--- config.mk ---
export PLATFORM = sky130hd
export DESIGN_NAME = axis_frame_tagger
export DESIGN_NICKNAME = d
export VERILOG_FILES = /design/src/rtl/axis_frame_tagger.sv
export SDC_FILE = /design/constraint.sdc
export NUM_CORES = 1
export LEC_CHECK = 0
export ABC_AREA = 1
export CAP_MARGIN = 0
export CORE_ASPECT_RATIO = 0.5
export CORE_MARGIN = 2
export CORE_UTILIZATION = 40
export DETAILED_ROUTE_END_ITERATION = 10
export PLACE_DENSITY = 0.73
export SYNTH_ARGS = -nofsm -noshare
export SYNTH_HDL_FRONTEND = slang
export SYNTH_SLANG_ARGS = --single-unit
--- constraint.sdc ---
create_clock -name i_CLK -period 5.8 [get_ports i_CLK]
set_input_delay 1.45 -clock i_CLK [delete_from_list [all_inputs] [get_ports i_CLK]]
set_output_delay 1.45 -clock i_CLK [all_outputs]
set_load 0.02 [all_outputs]
--- src/rtl/axis_frame_tagger.sv ---
`default_nettype none
// ============================================================================
// Module   : axis_frame_tagger
// Purpose  : Re-emits an untagged pixel stream as AXI4-Stream video. The first
//            pixel of a frame is flagged on USER and the last pixel of each
//            line on LAST. A 2-entry skid buffer with registered outputs
//            isolates the upstream core from downstream backpressure.
//            Completed frames are pulsed on o_FRAME_DONE and counted.
// Ports    : i_CLK, i_RST (async, active-high), i_ENABLE (frame start permit)
//            S_AXIS_DATA/VALID/READY    - untagged pixel input
//            M_AXIS_DATA/VALID/READY    - tagged pixel output
//            M_AXIS_USER, M_AXIS_LAST   - start-of-frame / end-of-line
//            o_FRAME_DONE, o_FRAME_CNT  - frame status
// Revision : 1.0 - initial release
// ============================================================================
module axis_frame_tagger #(
   parameter int DATA_WIDTH = 24,
   parameter int H_ACTIVE   = 320,
   parameter int V_ACTIVE   = 20,
   parameter int CNT_WIDTH  = 16
) (
   input  logic                  i_CLK,
   input  logic                  i_RST,
   input  logic                  i_ENABLE,
   input  logic [DATA_WIDTH-1:0] S_AXIS_DATA,
   input  logic                  S_AXIS_VALID,
   output logic                  S_AXIS_READY,
   output logic [DATA_WIDTH-1:0] M_AXIS_DATA,
   output logic                  M_AXIS_VALID,
   input  logic                  M_AXIS_READY,
   output logic                  M_AXIS_USER,
   output logic                  M_AXIS_LAST,
   output logic                  o_FRAME_DONE,
   output logic [CNT_WIDTH-1:0]  o_FRAME_CNT
);

   // A single-line frame would give a zero-width row counter; keep >= 1 bit.
   localparam int COL_W = (H_ACTIVE > 1) ? $clog2(H_ACTIVE) : 1;
   localparam int ROW_W = (V_ACTIVE > 1) ? $clog2(V_ACTIVE) : 1;
   localparam logic [COL_W-1:0] COL_LAST = COL_W'(H_ACTIVE - 1);
   localparam logic [ROW_W-1:0] ROW_LAST = ROW_W'(V_ACTIVE - 1);

   typedef enum logic [1:0] {
      IDLE   = 2'd0,
      STREAM = 2'd1,
      DRAIN  = 2'd2
   } state_t;

   state_t                state, state_next;
   logic [COL_W-1:0]      col, col_next;
   logic [ROW_W-1:0]      row, row_next;
   logic                  done_next;
   logic [CNT_WIDTH-1:0]  frame_cnt;
   logic                  frame_done;

   // Skid buffer: head drives the outputs directly, tail holds the overflow.
   logic [1:0]            occ;
   logic [DATA_WIDTH-1:0] head_data, tail_data;
   logic                  head_user, head_last, tail_user, tail_last;

   logic                  push, pop, in_user, in_last;

   always_comb begin
      S_AXIS_READY = (state == STREAM) && (occ != 2'd2);
      push         = S_AXIS_VALID && S_AXIS_READY;
      pop          = (occ != 2'd0) && M_AXIS_READY;
      in_user      = (col == '0) && (row == '0);
      in_last      = (col == COL_LAST);
   end

   // ------------------------------------------------------------------------
   // Frame FSM: next state, position counters and frame-done strobe
   // ------------------------------------------------------------------------
   always_comb begin
      state_next = state;
      col_next   = col;
      row_next   = row;
      done_next  = 1'b0;
      case (state)
         IDLE: begin
            col_next = '0;
            row_next = '0;
            if (i_ENABLE) begin
               state_next = STREAM;
            end
         end
         STREAM: begin
            if (push) begin
               if (col == COL_LAST) begin
                  col_next = '0;
                  if (row == ROW_LAST) begin
                     row_next   = '0;
                     state_next = DRAIN;
                  end else begin
                     row_next = row + ROW_W'(1);
                  end
               end else begin
                  col_next = col + COL_W'(1);
               end
            end
         end
         DRAIN: begin
            // No pushes happen here, so the buffer empties exactly when the
            // last remaining beat is popped. Registering the strobe on that
            // edge puts the pulse in the cycle after the final handshake.
            if ((occ == 2'd0) || ((occ == 2'd1) && pop)) begin
               done_next  = 1'b1;
               col_next   = '0;
               row_next   = '0;
               state_next = i_ENABLE ? STREAM : IDLE;
            end
         end
         default: begin
            state_next = IDLE;
         end
      endcase
   end

   always_ff @(posedge i_CLK or posedge i_RST) begin
      if (i_RST) begin
         state      <= IDLE;
         col        <= '0;
         row        <= '0;
         frame_done <= 1'b0;
         frame_cnt  <= '0;
      end else begin
         state      <= state_next;
         col        <= col_next;
         row        <= row_next;
         frame_done <= done_next;
         if (done_next) begin
            frame_cnt <= frame_cnt + CNT_WIDTH'(1);
         end
      end
   end

   // ------------------------------------------------------------------------
   // 2-entry skid buffer
   // ------------------------------------------------------------------------
   always_ff @(posedge i_CLK or posedge i_RST) begin
      if (i_RST) begin
         occ       <= 2'd0;
         head_data <= '0;
         head_user <= 1'b0;
         head_last <= 1'b0;
         tail_data <= '0;
         tail_user <= 1'b0;
         tail_last <= 1'b0;
      end else begin
         case ({push, pop})
            2'b10: begin
               if (occ == 2'd0) begin
                  head_data <= S_AXIS_DATA;
                  head_user <= in_user;
                  head_last <= in_last;
               end else begin
                  tail_data <= S_AXIS_DATA;
                  tail_user <= in_user;
                  tail_last <= in_last;
               end
               occ <= occ + 2'd1;
            end
            2'b01: begin
               if (occ == 2'd2) begin
                  head_data <= tail_data;
                  head_user <= tail_user;
                  head_last <= tail_last;
               end
               occ <= occ - 2'd1;
            end
            2'b11: begin
               // Occupancy is unchanged; the new beat lands behind whatever
               // is still queued so ordering is preserved.
               if (occ == 2'd2) begin
                  head_data <= tail_data;
                  head_user <= tail_user;
                  head_last <= tail_last;
                  tail_data <= S_AXIS_DATA;
                  tail_user <= in_user;
                  tail_last <= in_last;
               end else begin
                  head_data <= S_AXIS_DATA;
                  head_user <= in_user;
                  head_last <= in_last;
               end
            end
            default: begin
            end
         endcase
      end
   end

   assign M_AXIS_VALID = (occ != 2'd0);
   assign M_AXIS_DATA  = head_data;
   assign M_AXIS_USER  = head_user;
   assign M_AXIS_LAST  = head_last;
   assign o_FRAME_DONE = frame_done;
   assign o_FRAME_CNT  = frame_cnt;

endmodule
`default_nettype wire

# Word level (Yosys, flattened, before mapping)
# Index checks and enable logic that the tools add are counted.
# classes
n_mul	0
n_shift	0
reduce_logical	20
div_mod_pow	0
n_lt_le_gt_ge	0
n_addsub	5
mux	40
bitwise	0
eq_ne	19
# op_table
cell	n
$mux W24	5
$pmux W24 S3	1
$pmux W24 S2	1
$mux W9	3
$pmux W9 S3	1
$mux W5	4
$ne A2 B2 Y1 const B	9
$add A16 B1 Y16 const B	1
$pmux W5 S3	1
$mux W1	13
$mux W2	5
$add A9 B1 Y9 const B	1
$eq A9 B9 Y1 const B	1
$logic_not A9 Y1	1
$reduce_and A3 Y1	3
$eq A2 B2 Y1 const B	4
$eq A2 B1 Y1 const B	3
$pmux W1 S3	2
$pmux W2 S3	1
$reduce_bool A2 Y1	3
$reduce_bool A3 Y1	2
$add A5 B1 Y5 const B	1
$eq A5 B5 Y1 const B	1
$logic_and A1 B1 Y1	5
10 further kinds	12
# word_totals
wordCells	96
memories	0
output_inout_bits	45
latchBits	0
ramBits	0
romBits	0
inputBits	29
ff_bits	87

# Depth between registers and ports, before layout
# Gate-level depths: netlist of the first run.
# depth
word_depth	6
ltp_mapped	14

# Least setup slack after synthesis of the first run
# No wires, ideal clock.
# synth_path
path_kind	input to register
from	in M_AXIS_READY
to	reg head_data[10] (netlist: M_AXIS_DATA[10])
slack_ns	2.996
t_arrival_ns	2.722
path_stages	11
setup_ns	0.082
cell_sequence	nand2_1 inv_2 buf_2 ha_1 inv_1 nand2_1 nor2_1 nor2_4 buf_2 nor2_1 a31oi_1
# synth_between
elab_chain_len	4
elab_cells_between_ends	9
cone_classes	eq/ne: 5; mux: 1; reduce/logical: 3
# synth_rtl
element	line	source
from (decl)	30	input logic M_AXIS_READY,
$logic_and A1 B1 Y1 (*)	66	pop = (occ != 2'd0) && M_AXIS_READY;
$eq A2 B1 Y1 or $eq A2 B2 Y1 (tied branches)	150	case ({push, pop})
$ne A2 B2 Y1 (no line) or $reduce_bool A3 Y1 (tied branches)	-	
$reduce_and A3 Y1 (no line)	-	
to (signal assigned)	165	head_data <= tail_data;
to (signal assigned)	175	head_data <= tail_data;
to (decl)	58	logic [DATA_WIDTH-1:0] head_data, tail_data;
# Mark *: on every way between the ends. The rest lies on a longest branch, timed or not.
# A chain may end at the register's enable or synchronous reset.

# Worst setup path after layout of the first run
# layout_path
from	in M_AXIS_READY
to	reg head_data[7] (netlist: M_AXIS_DATA[7])
# Same word-level chain as after synthesis.

==> results of run 1 <==
==> per-stage QoR <==
step | cell area, µm² | std cells | hold WS [ns] | util [%] | worst slack [ns]
6_report | 5580 | 768 | 0.483 | 51.3 | 1.92
5_1_grt | 5580 | 768 | 0.517 | 51.3 | 1.62
4_1_cts | 5580 | 768 | 0.491 | 51.3 | 1.91
3_5_place_dp | 5250 | 752 | 0.475 | 48.3 | 1.57
3_3_place_gp | 5250 | 752 | 0.468 | 48.3 | 1.61
2_1_floorplan | 4430 | 551 | 0.453 | - | 2.10
==> placed cells by master (no fill, tap or decap), drive strengths merged, types with 2 or more instances in the layout <==
cell,count
dfrtp,87
bufinv,2
nand4,8
a21oi,3
a31oi,25
ha,11
nand2,152
xor2,7
nand3,52
or2,3
o21ai,38
nor3,6
nor2,61
inv,70
clkdlybuf4s50,73
clkbuf,13
xnor2,6
clkinv,2
==> routing by layer <==
metal,global-route usage (%),vias to the layer above,share of wire (%)
met2,28.6,61,48
met5,0,-,0
met4,4.81,0,0.89
li1,-,1901,-
met1,21.8,1732,47
met3,4.42,7,4.1
==> tightest hold or removal path, delay by kind of cell, from the launching register on <==
family,cells,cell delay (ns)
and+or+nand+nor,1,0.05
AOI/OAI and AO/OA,1,0.06
DFF,1,0.34
==> state kept, by name, summed over array words and instances, names as in the netlist <==
name / cells
M_AXIS_USER: 1
M_AXIS_LAST: 1
tail_user: 1
o_FRAME_CNT: 16
state: 2
tail_data: 24
M_AXIS_DATA: 24
row: 5
occ: 2
col: 9
o_FRAME_DONE: 1
tail_last: 1
==> cell type report <==
type / count / area [µm²]
Multi-Input combinational cell: 375 / 1890
Fill cell: 994 / 5300
Sequential cell: 87 / 2180
Clock inverter: 3 / 65.1
Timing Repair Buffer: 74 / 738
Tap cell: 145 / 181
Clock buffer: 13 / 260
Inverter: 71 / 268
==> worst max-delay path by stage <==
stage / end / from / slack [ns]
finish: M_AXIS_DATA[7] / M_AXIS_READY / 1.92
detailed placement: M_AXIS_USER / M_AXIS_READY / 1.57
floorplan: M_AXIS_DATA[0] / i_RST / 2.10
CTS: M_AXIS_DATA[7] / M_AXIS_READY / 1.91
global route: M_AXIS_USER / M_AXIS_READY / 1.62
global placement: M_AXIS_USER / M_AXIS_READY / 1.61
==> cells by family (layout without fill, tap and decap cells) <==
logic type	after synthesis	after routing	synth area share [%]
AOI/OAI and AO/OA	68	68	8.96
adders and majority gates	11	11	3.11
DFF	87	87	49.2
buffers and inverters	89	161	8.40
and+or+nand+nor	283	283	27.8
xor gates and xnor gates	13	13	2.57
==> synth_stat cells (all sizes together), types with 2 or more instances <==
master / count
a21oi: 3
a31oi: 25
buf: 16
clkbuf: 2
dfrtp: 87
ha: 11
inv: 71
nand2: 152
nand3: 52
nand4: 8
nor2: 61
nor3: 6
o21ai: 38
or2: 3
xnor2: 6
xor2: 7
==> where the power goes <==
group          switching, W  internal (W)  total [W]
clock              0.000224      0.000400   0.000625
sequential         0.000137      0.000818   0.000956
combinational      0.000588      0.000400   0.000988
total              0.000950       0.00162    0.00257
==> metrics.yaml, run 1 <==
clock_tree:
  clk_pin_slew_worst_paths_ns: 0.06
  postCtsResizedCells: 0
  numCtsBuffers: 9
  cts_num_sinks: 87
  cts_htree_levels: 3
  ctsLongestPathBuffers: 2
  root_buffer: "clkbuf_16"
  cts_setup_buffers: 0
  postCtsHoldBufs: 0
  clk_latency_ns: 0.34
  cts_tree: "yes"
setup_path:
  cp.arrival_ns: 4.13
  cp.depth: 10
  path_class: "in2reg"
  cp_max_fo: 52
  r2r_slack_ns: 2.72
  r2r_end: "M_AXIS_DATA[7]"
  cp_num_buf_inv: 3
  critPathCaptureType: "register"
  crit_slowest_cell: "nor2_4"
  cp_slowest_stage_delay_ns: 0.83
  r2r_start: "occ[0]"
  critPathRequiredTime_ns: 6.05
  cp_top_family: "simple AND/OR/NAND/NOR gates"
  ff2ff_path_depth: 12
  worstSetupStartpointType: "input pin"
  path_cells: "clkdlybuf4s50_1, nand2_1, inv_2, ha_1, inv_1, nand2_1, nor2_1, nor2_4, nor2_1, a31oi_1"
timing:
  max_freq_mhz: 258
  rsz0062_at_grt: "no"
  final.min_clock_period_ns: 3.88
  fin_tns_setup_ns: 0
  hold_violations: 0
  drv_slew: 0
  finalCritPeriodShare_pct: 66.8
  fin_skew_ns: 0.00600
  finalSetupViolCount: 0
  max-slew-margin-rel_pct: 22.9
  worst_pin_slew_ns: 1.15
route:
  wire_per_inst_um: 12.5
  avgViaCountPerCell: 4.82
  wirelength_mm: 9.58
  firstDrtPassIters: 5
  drtIter0Drc: 291
  route.detailed.drc: 0
  ant_nets: 0
  num_vias: 3701
yosys:
  syn_inst: 551
  synth.net_count: 591
  synthFlopType: "dfrtp_1"
  syn_avg_cell_area_um2: 8.03
  synth.distinct_cells: 30
  synth-edff-count: 0
  seq_area_frac_synth_pct: 49.2
  synthesis.area_um2: 4430
  yosysTopAreaCell: "dfrtp_1"
  synth_area_leaders: "dfrtp_1 49%, nand2_1 12%, nand3_1 5.8%"
  synth_top_area_share_pct: 49.2
  async_reset_ff_share_pct: 100
  ys_warn_count: 0
  yosys_register_bits: 87
floorplan:
  initial_core_util_pct: 40.7
  pin_count: 74
  die_height_um: 78.4
  dieWidth_um: 153
  rows: 27
  die-area_um2: 12000
  fp.coreArea_um2: 10900
power_and_ir_drop:
  p_per_area_nw_per_um2: 461
  peakVddDrop_mv: 0.167
  total_leakage_power_nw: 2.67
  finalPower_w: 0.00257
layout:
  area_growth_pct: 26.0
  drive_above_1_share_pct: 6.74
  diodes: 0
  fin_nets: 658
worst_hold_path:
  hold_end: "tail_user"
  min_from: "tail_user"
  hold_class: "reg2reg"
  hold_depth: 2
place:
  place_hpwl_mm: 6.51
  io_buffers: 73
  place.gp.congestion: 0.808
outcome:
  outcome: "completed"
grt:
  track_usage_pct: 16.9
  grt_pass1_vias: 3497
  grt_pass1_wl_mm: 16.6
  antenna_found_initial: 0
  grt_max_degree: 53
  grt_overflow_total: 0
job:
  maxCapViolations: 0
(Power assumes the default switching activity.)
==> run 2, diff against run 1 <==
- PLACE_DENSITY: 0.73 -> 0.75
- clock period: 5.8 -> 3.3 ns (I/O delays scaled with it)
==> run 2 against run 1 <==
  * Non-clock buffer count increased by 3
  * Core utilization about the same
  * Sequential power increased by 76%
  * First-iteration DRC count decreased by 5.8%
  * Critical path depth decreased by 6
  * Hold slack improved by 0.0072 ns
  * Critical path type is now reg2out
  * Critical endpoint is now S_AXIS_READY
  * Largest cell class unchanged
==> metrics.yaml, run 2 (synthesis gave the netlist of run 1 again) <==
outcome:
  outcome: "completed"
clock_tree:
  clk_latency_ns: 0.34  # about the same
  cts_tree: "yes"
  cts_num_sinks: 87  # unchanged
  numCtsBuffers: 9  # unchanged
  postCtsHoldBufs: 0  # unchanged
  cts_setup_buffers: 0  # unchanged
  cts_htree_levels: 3  # unchanged
  root_buffer: "clkbuf_16"
  clk_pin_slew_worst_paths_ns: 0.06  # about the same
  postCtsResizedCells: 0  # unchanged
  ctsLongestPathBuffers: 2  # unchanged
floorplan:
  die-area_um2: 12000  # unchanged
  rows: 27  # unchanged
  fp.coreArea_um2: 10900  # unchanged
  pin_count: 74  # unchanged
  die_height_um: 78.4  # unchanged
  dieWidth_um: 153  # unchanged
  initial_core_util_pct: 40.7  # unchanged
worst_hold_path:
  hold_class: "reg2reg"
timing:
  fin_tns_setup_ns: 0  # unchanged
  setup_ws_ns: 0.572  # -1.35 ns
  hold_violations: 0  # unchanged
  rsz0062_at_grt: "no"
  finalCritPeriodShare_pct: 82.7
  worst_pin_slew_ns: 0.634  # -0.516 ns
  finalSetupViolCount: 0  # unchanged
  max-slew-margin-rel_pct: 57.7  # +35 points
  final.min_clock_period_ns: 2.73
  fin_skew_ns: 0.00556  # -0.000435 ns
  drv_slew: 0  # unchanged
  max_freq_mhz: 367
route:
  wirelength_mm: 9.81  # +2.4%
  route.detailed.drc: 0  # unchanged
  wire_per_inst_um: 12.7  # +2.0%
  num_vias: 3709  # +0.22%
  avgViaCountPerCell: 4.81  # -0.17%
  ant_nets: 0  # unchanged
  firstDrtPassIters: 4  # -1
  drtIter0Drc: 274  # -5.8%
place:
  io_buffers: 73  # unchanged
  place_hpwl_mm: 6.64  # +2.0%
  pre_cts_ws_ns: 0.638  # -0.931 ns
  place.gp.congestion: 0.815  # +0.84%
grt:
  grt.busiest_layer: "met2"
  grt_util_met2_pct: 27.5  # -1.0 points
  grt_max_degree: 54  # +1.9%
  grt_overflow_total: 0  # unchanged
  grt_pass1_vias: 3475  # -0.63%
  antenna_found_initial: 0  # unchanged
  met1_usage_pct: 23.3  # +1.5 points
  met3_usage_pct: 4.03  # -0.39 points
  track_usage_pct: 17.4  # +0.51 points
  grt_pass1_wl_mm: 17.0  # +2.1%
layout:
  multiInputGateArea_um2: 1890  # unchanged
  utilization_pct: 51.2  # about the same
  drive_above_1_share_pct: 6.87  # +0.13 points
  diodes: 0  # unchanged
  seq_area_um2: 2180  # unchanged
  final_cell_mix: "144 x nand2_1, 87 x dfrtp_1, 73 x clkdlybuf4s50_1"
  fin_nets: 661  # +0.46%
  n_fill_cell: 1001  # +0.70%
  final_common_cell: "nand2_1"
  area_growth_pct: 25.9  # about the same
setup_path:
  cp_slowest_stage_delay_ns: 0.63  # -0.20 ns
  crit_slowest_cell: "clkdlybuf4s50_1"
  critPathRequiredTime_ns: 2.47  # -3.58 ns
  critPathCaptureType: "output pin"
  cp_max_fo: 5  # -90%
  path_cells: "inv_1, ha_1, nor2_1, clkdlybuf4s50_1"
  worstSetupStartpointType: "register"
  cp.arrival_ns: 1.90  # -2.23 ns
  r2r_slack_ns: 1.03  # -1.69 ns
  path_class: "reg2out"
job:
  maxCapViolations: 0  # unchanged
power_and_ir_drop:
  total_leakage_power_nw: 2.65  # -0.43%
  p_per_area_nw_per_um2: 793  # +72%
  finalPower_w: 0.00441  # +72%
  peakVddDrop_mv: 0.338  # +100%
-- run 2: layout make-up --
| class | instances | share of cell area (%) |
|---|---|---|
| Sequential cell | 87 | 39.1 |
| Multi-Input combinational cell | 375 | 33.8 |
| Clock buffer | 13 | 4.31 |
| Tap cell | 145 | 3.26 |
| Clock inverter | 3 | 0.359 |
| Timing Repair Buffer | 77 | 14.3 |
| Inverter | 71 | 4.81 |
-- run 2: per-stage QoR --
| step | hold WS [ns] | area [µm²] | std cells |
|---|---|---|---|
| finish | 0.491 | 5570 | 771 |
| global route | 0.523 | 5570 | 771 |
| global placement | 0.466 | 5310 | 755 |
| CTS | 0.489 | 5570 | 771 |
| floorplan | 0.453 | 4430 | 551 |
| detailed placement | 0.474 | 5310 | 755 |
-- run 2: worst max-delay path, delay by kind of cell (launching register included) --
family,cells,cell delay (ns)
buf+inv,2,0.71
flops,1,0.39
simple gates,1,0.18
fa+ha+maj,1,0.27
-- run 2: worst paths after layout --
| path | endpoint | cells past startpoint | from |
|---|---|---|---|
| max in group asynchronous | tail_data[22] | 3 | i_RST |
| setup / recovery | S_AXIS_READY | 4 | occ[0] |
| setup reg to reg | M_AXIS_DATA[14] | 10 | occ[0] |
| min in group asynchronous | tail_user | 2 | i_RST |
| hold / removal | tail_last | 2 | tail_last |
| hold reg to reg | tail_last | 2 | tail_last |
-- run 2: power breakdown --
part | leakage [nW] | switching (W) | internal [W] | total [W]
Combinational | 1.46 | 0.00105 | 0.000757 | 0.00181
Sequential | 1.08 | 0.000244 | 0.00144 | 0.00168
Clock | 0.120 | 0.000412 | 0.000510 | 0.000922
-- run 2: layer usage --
| layer | wire length [µm] | part of all wire [%] |
|---|---|---|
| met2 | 4550 | 46 |
| met5 | 0 | 0 |
| met4 | 236 | 2.4 |
| met1 | 4610 | 47 |
| met3 | 421 | 4.3 |
==> run 3, diff against run 2 <==
- clock period: 3.3 -> 2.5 ns (I/O delays scaled with it)
==> run 3 against run 2 <==
  * Global-route usage increased by 0.24 points
  * Die area is the same
  * Largest power group unchanged
  * Sequential power up 32%
  * Clock skew up 0.0013 ns
  * Sequential cell count is the same
  * Largest cell class unchanged
==> metrics.yaml, run 3 (synthesis gave the netlist of run 1 again) <==
floorplan:
  pin_count: 74  # unchanged
  initial_core_util_pct: 40.7  # unchanged
  die-area_um2: 12000  # unchanged
  fp.coreArea_um2: 10900  # unchanged
  rows: 27  # unchanged
  die_height_um: 78.4  # unchanged
  dieWidth_um: 153  # unchanged
route:
  avgViaCountPerCell: 4.95  # +3.0%
  num_vias: 3844  # +3.6%
  route.detailed.drc: 0  # unchanged
  wl_met3_um: 459  # +9.0%
  wl_met2_mm: 5.19  # +14%
  drtIter0Drc: 279  # +1.8%
  wire_per_inst_um: 13.5  # +5.9%
  wirelength_mm: 10.5  # +6.6%
  wl_met1_mm: 4.67  # +1.4%
  ant_nets: 0  # unchanged
  firstDrtPassIters: 4  # unchanged
  top_layer: "met4"
grt:
  grt_overflow_total: 0  # unchanged
  grt_pass1_wl_mm: 17.4  # +2.7%
  grt_max_degree: 40  # -26%
  track_usage_pct: 17.7  # +0.24 points
  grt_pass1_vias: 3681  # +5.9%
  antenna_found_initial: 0  # unchanged
timing:
  max-slew-margin-rel_pct: 65.0  # +7.3 points
  max_freq_mhz: 454
  hold_violations: 0  # unchanged
  drv_slew: 0  # unchanged
  finalSetupViolCount: 0  # unchanged
  final.min_clock_period_ns: 2.20
  setup_ws_ns: 0.296  # -0.276 ns
  rsz0062_at_grt: "no"
  hold_slack_ns: 0.487  # -0.00326 ns
  fin_skew_ns: 0.00690  # +0.00134 ns
  worst_pin_slew_ns: 0.524  # -0.110 ns
  fin_tns_setup_ns: 0  # unchanged
  finalCritPeriodShare_pct: 88.1
layout:
  utilization_pct: 52.9  # +1.7 points
  final_common_cell: "nand2_1"
  diodes: 0  # unchanged
  area_growth_pct: 30.1
  fin_nets: 666  # +0.76%
  final_cell_mix: "144 x nand2_1, 87 x dfrtp_1, 71 x clkdlybuf4s50_1"
  drive_above_1_share_pct: 8.40  # +1.5 points
clock_tree:
  cts_htree_levels: 3  # unchanged
  cts_tree: "yes"
  ctsLongestPathBuffers: 2  # unchanged
  numCtsBuffers: 9  # unchanged
  root_buffer: "clkbuf_16"
  cts_setup_buffers: 0  # unchanged
  clk_pin_slew_worst_paths_ns: 0.06  # about the same
  cts_num_sinks: 87  # unchanged
  clk_latency_ns: 0.34  # about the same
setup_path:
  path_class: "reg2reg"
  cp_max_fo: 18  # +13
  worstSetupStartpointType: "register"
  critPathRequiredTime_ns: 2.72  # +0.25 ns
  cp.arrival_ns: 2.43  # +0.53 ns
  critPathCaptureType: "register"
place:
  place_hpwl_mm: 7.13  # +7.5%
  pre_cts_ws_ns: 0.0746  # -0.563 ns
  place.gp.congestion: 0.843  # +3.5%
  io_buffers: 73  # unchanged
outcome:
  outcome: "completed"
job:
  maxCapViolations: 0  # unchanged
power_and_ir_drop:
  total_leakage_power_nw: 2.74  # +3.4%
  finalPower_w: 0.00630  # +43%
  peakVddDrop_mv: 0.479  # +42%
  p_per_area_nw_per_um2: 1090  # +38%
worst_hold_path:
  hold_class: "reg2reg"
-- run 3: cell types whose count changed in the layout (fill, tap and decap cells not counted), sizes merged --
| cell | change |
|---|---|
| buf | +4 |
| bufinv | +2 |
| clkdlybuf4s50 | -2 |
| clkinv | -2 |
| dlygate4sd2 | +1 |
| dlymetal6s2s | +1 |
| inv | +1 |
-- run 3: what timing repair did --
item / 4_1_cts / 5_1_grt
endpoints found under the hold margin: 0 / 0
hold buffers: 0 / 0
resized for setup: 1 / 3
setup endpoints to repair: 1 / 7
gates cloned: 0 / 1
pin swaps: 0 / 1
-- run 3: cell type report --
| class | count | area (µm²) |
|---|---|---|
| Sequential cell | 87 | 2180 |
| Tap cell | 145 | 181 |
| Multi-Input combinational cell | 375 | 1890 |
| Clock buffer | 12 | 256 |
| Timing Repair Buffer | 82 | 905 |
| Inverter | 71 | 270 |
| Fill cell | 987 | 5120 |
| Clock inverter | 4 | 76.3 |
-- run 3: path summary, 6_finish.rpt --
path / start / endpoint / slack [ns] / depth (start not counted)
worst min register to register: tail_data[13] / tail_data[13] / 0.49 / 2
max in group asynchronous: i_RST / col[7] / 1.25 / 3
worst max-delay path: occ[0] / M_AXIS_USER / 0.30 / 14
worst min-delay path: tail_data[13] / tail_data[13] / 0.49 / 2
min in group asynchronous: i_RST / M_AXIS_DATA[18] / 0.68 / 2
worst max register to register: occ[0] / M_AXIS_USER / 0.30 / 14
-- run 3: power breakdown --
part / switching (W) / total, W / internal [W]
sequential: 0.000315 / 0.00221 / 0.00190
clock: 0.000545 / 0.00148 / 0.000934
combinational: 0.00148 / 0.00261 / 0.00113
total: 0.00234 / 0.00630 / 0.00396
-- run 3: stage by stage --
| step | cells | cell area [µm²] |
|---|---|---|
| finish | 776 | 5760 |
| floorplan | 551 | 4430 |
| CTS | 775 | 5720 |
| global route | 776 | 5760 |
| global placement | 759 | 5390 |
| detailed placement | 759 | 5390 |
-- run 3: worst max-delay path: stages (launching register included) --
cell and delay [ns]:
dfrtp_1 0.40, inv_1 0.09, ha_2 0.24, nor2_2 0.14
nand2_1 0.09, inv_1 0.09, ha_1 0.16, inv_1 0.08
nand2_1 0.14, nor2_1 0.08, nor2_4 0.22, buf_12 0.18
inv_1 0.05, nor2_1 0.08, a21oi_1 0.06
-- run 3: metal layers --
metal | vias to the layer above | track usage (%)
met5 | - | 0
met4 | 0 | 5.83
met3 | 14 | 3.42
met2 | 78 | 31.4
met1 | 1842 | 21.9
li1 | 1910 | -
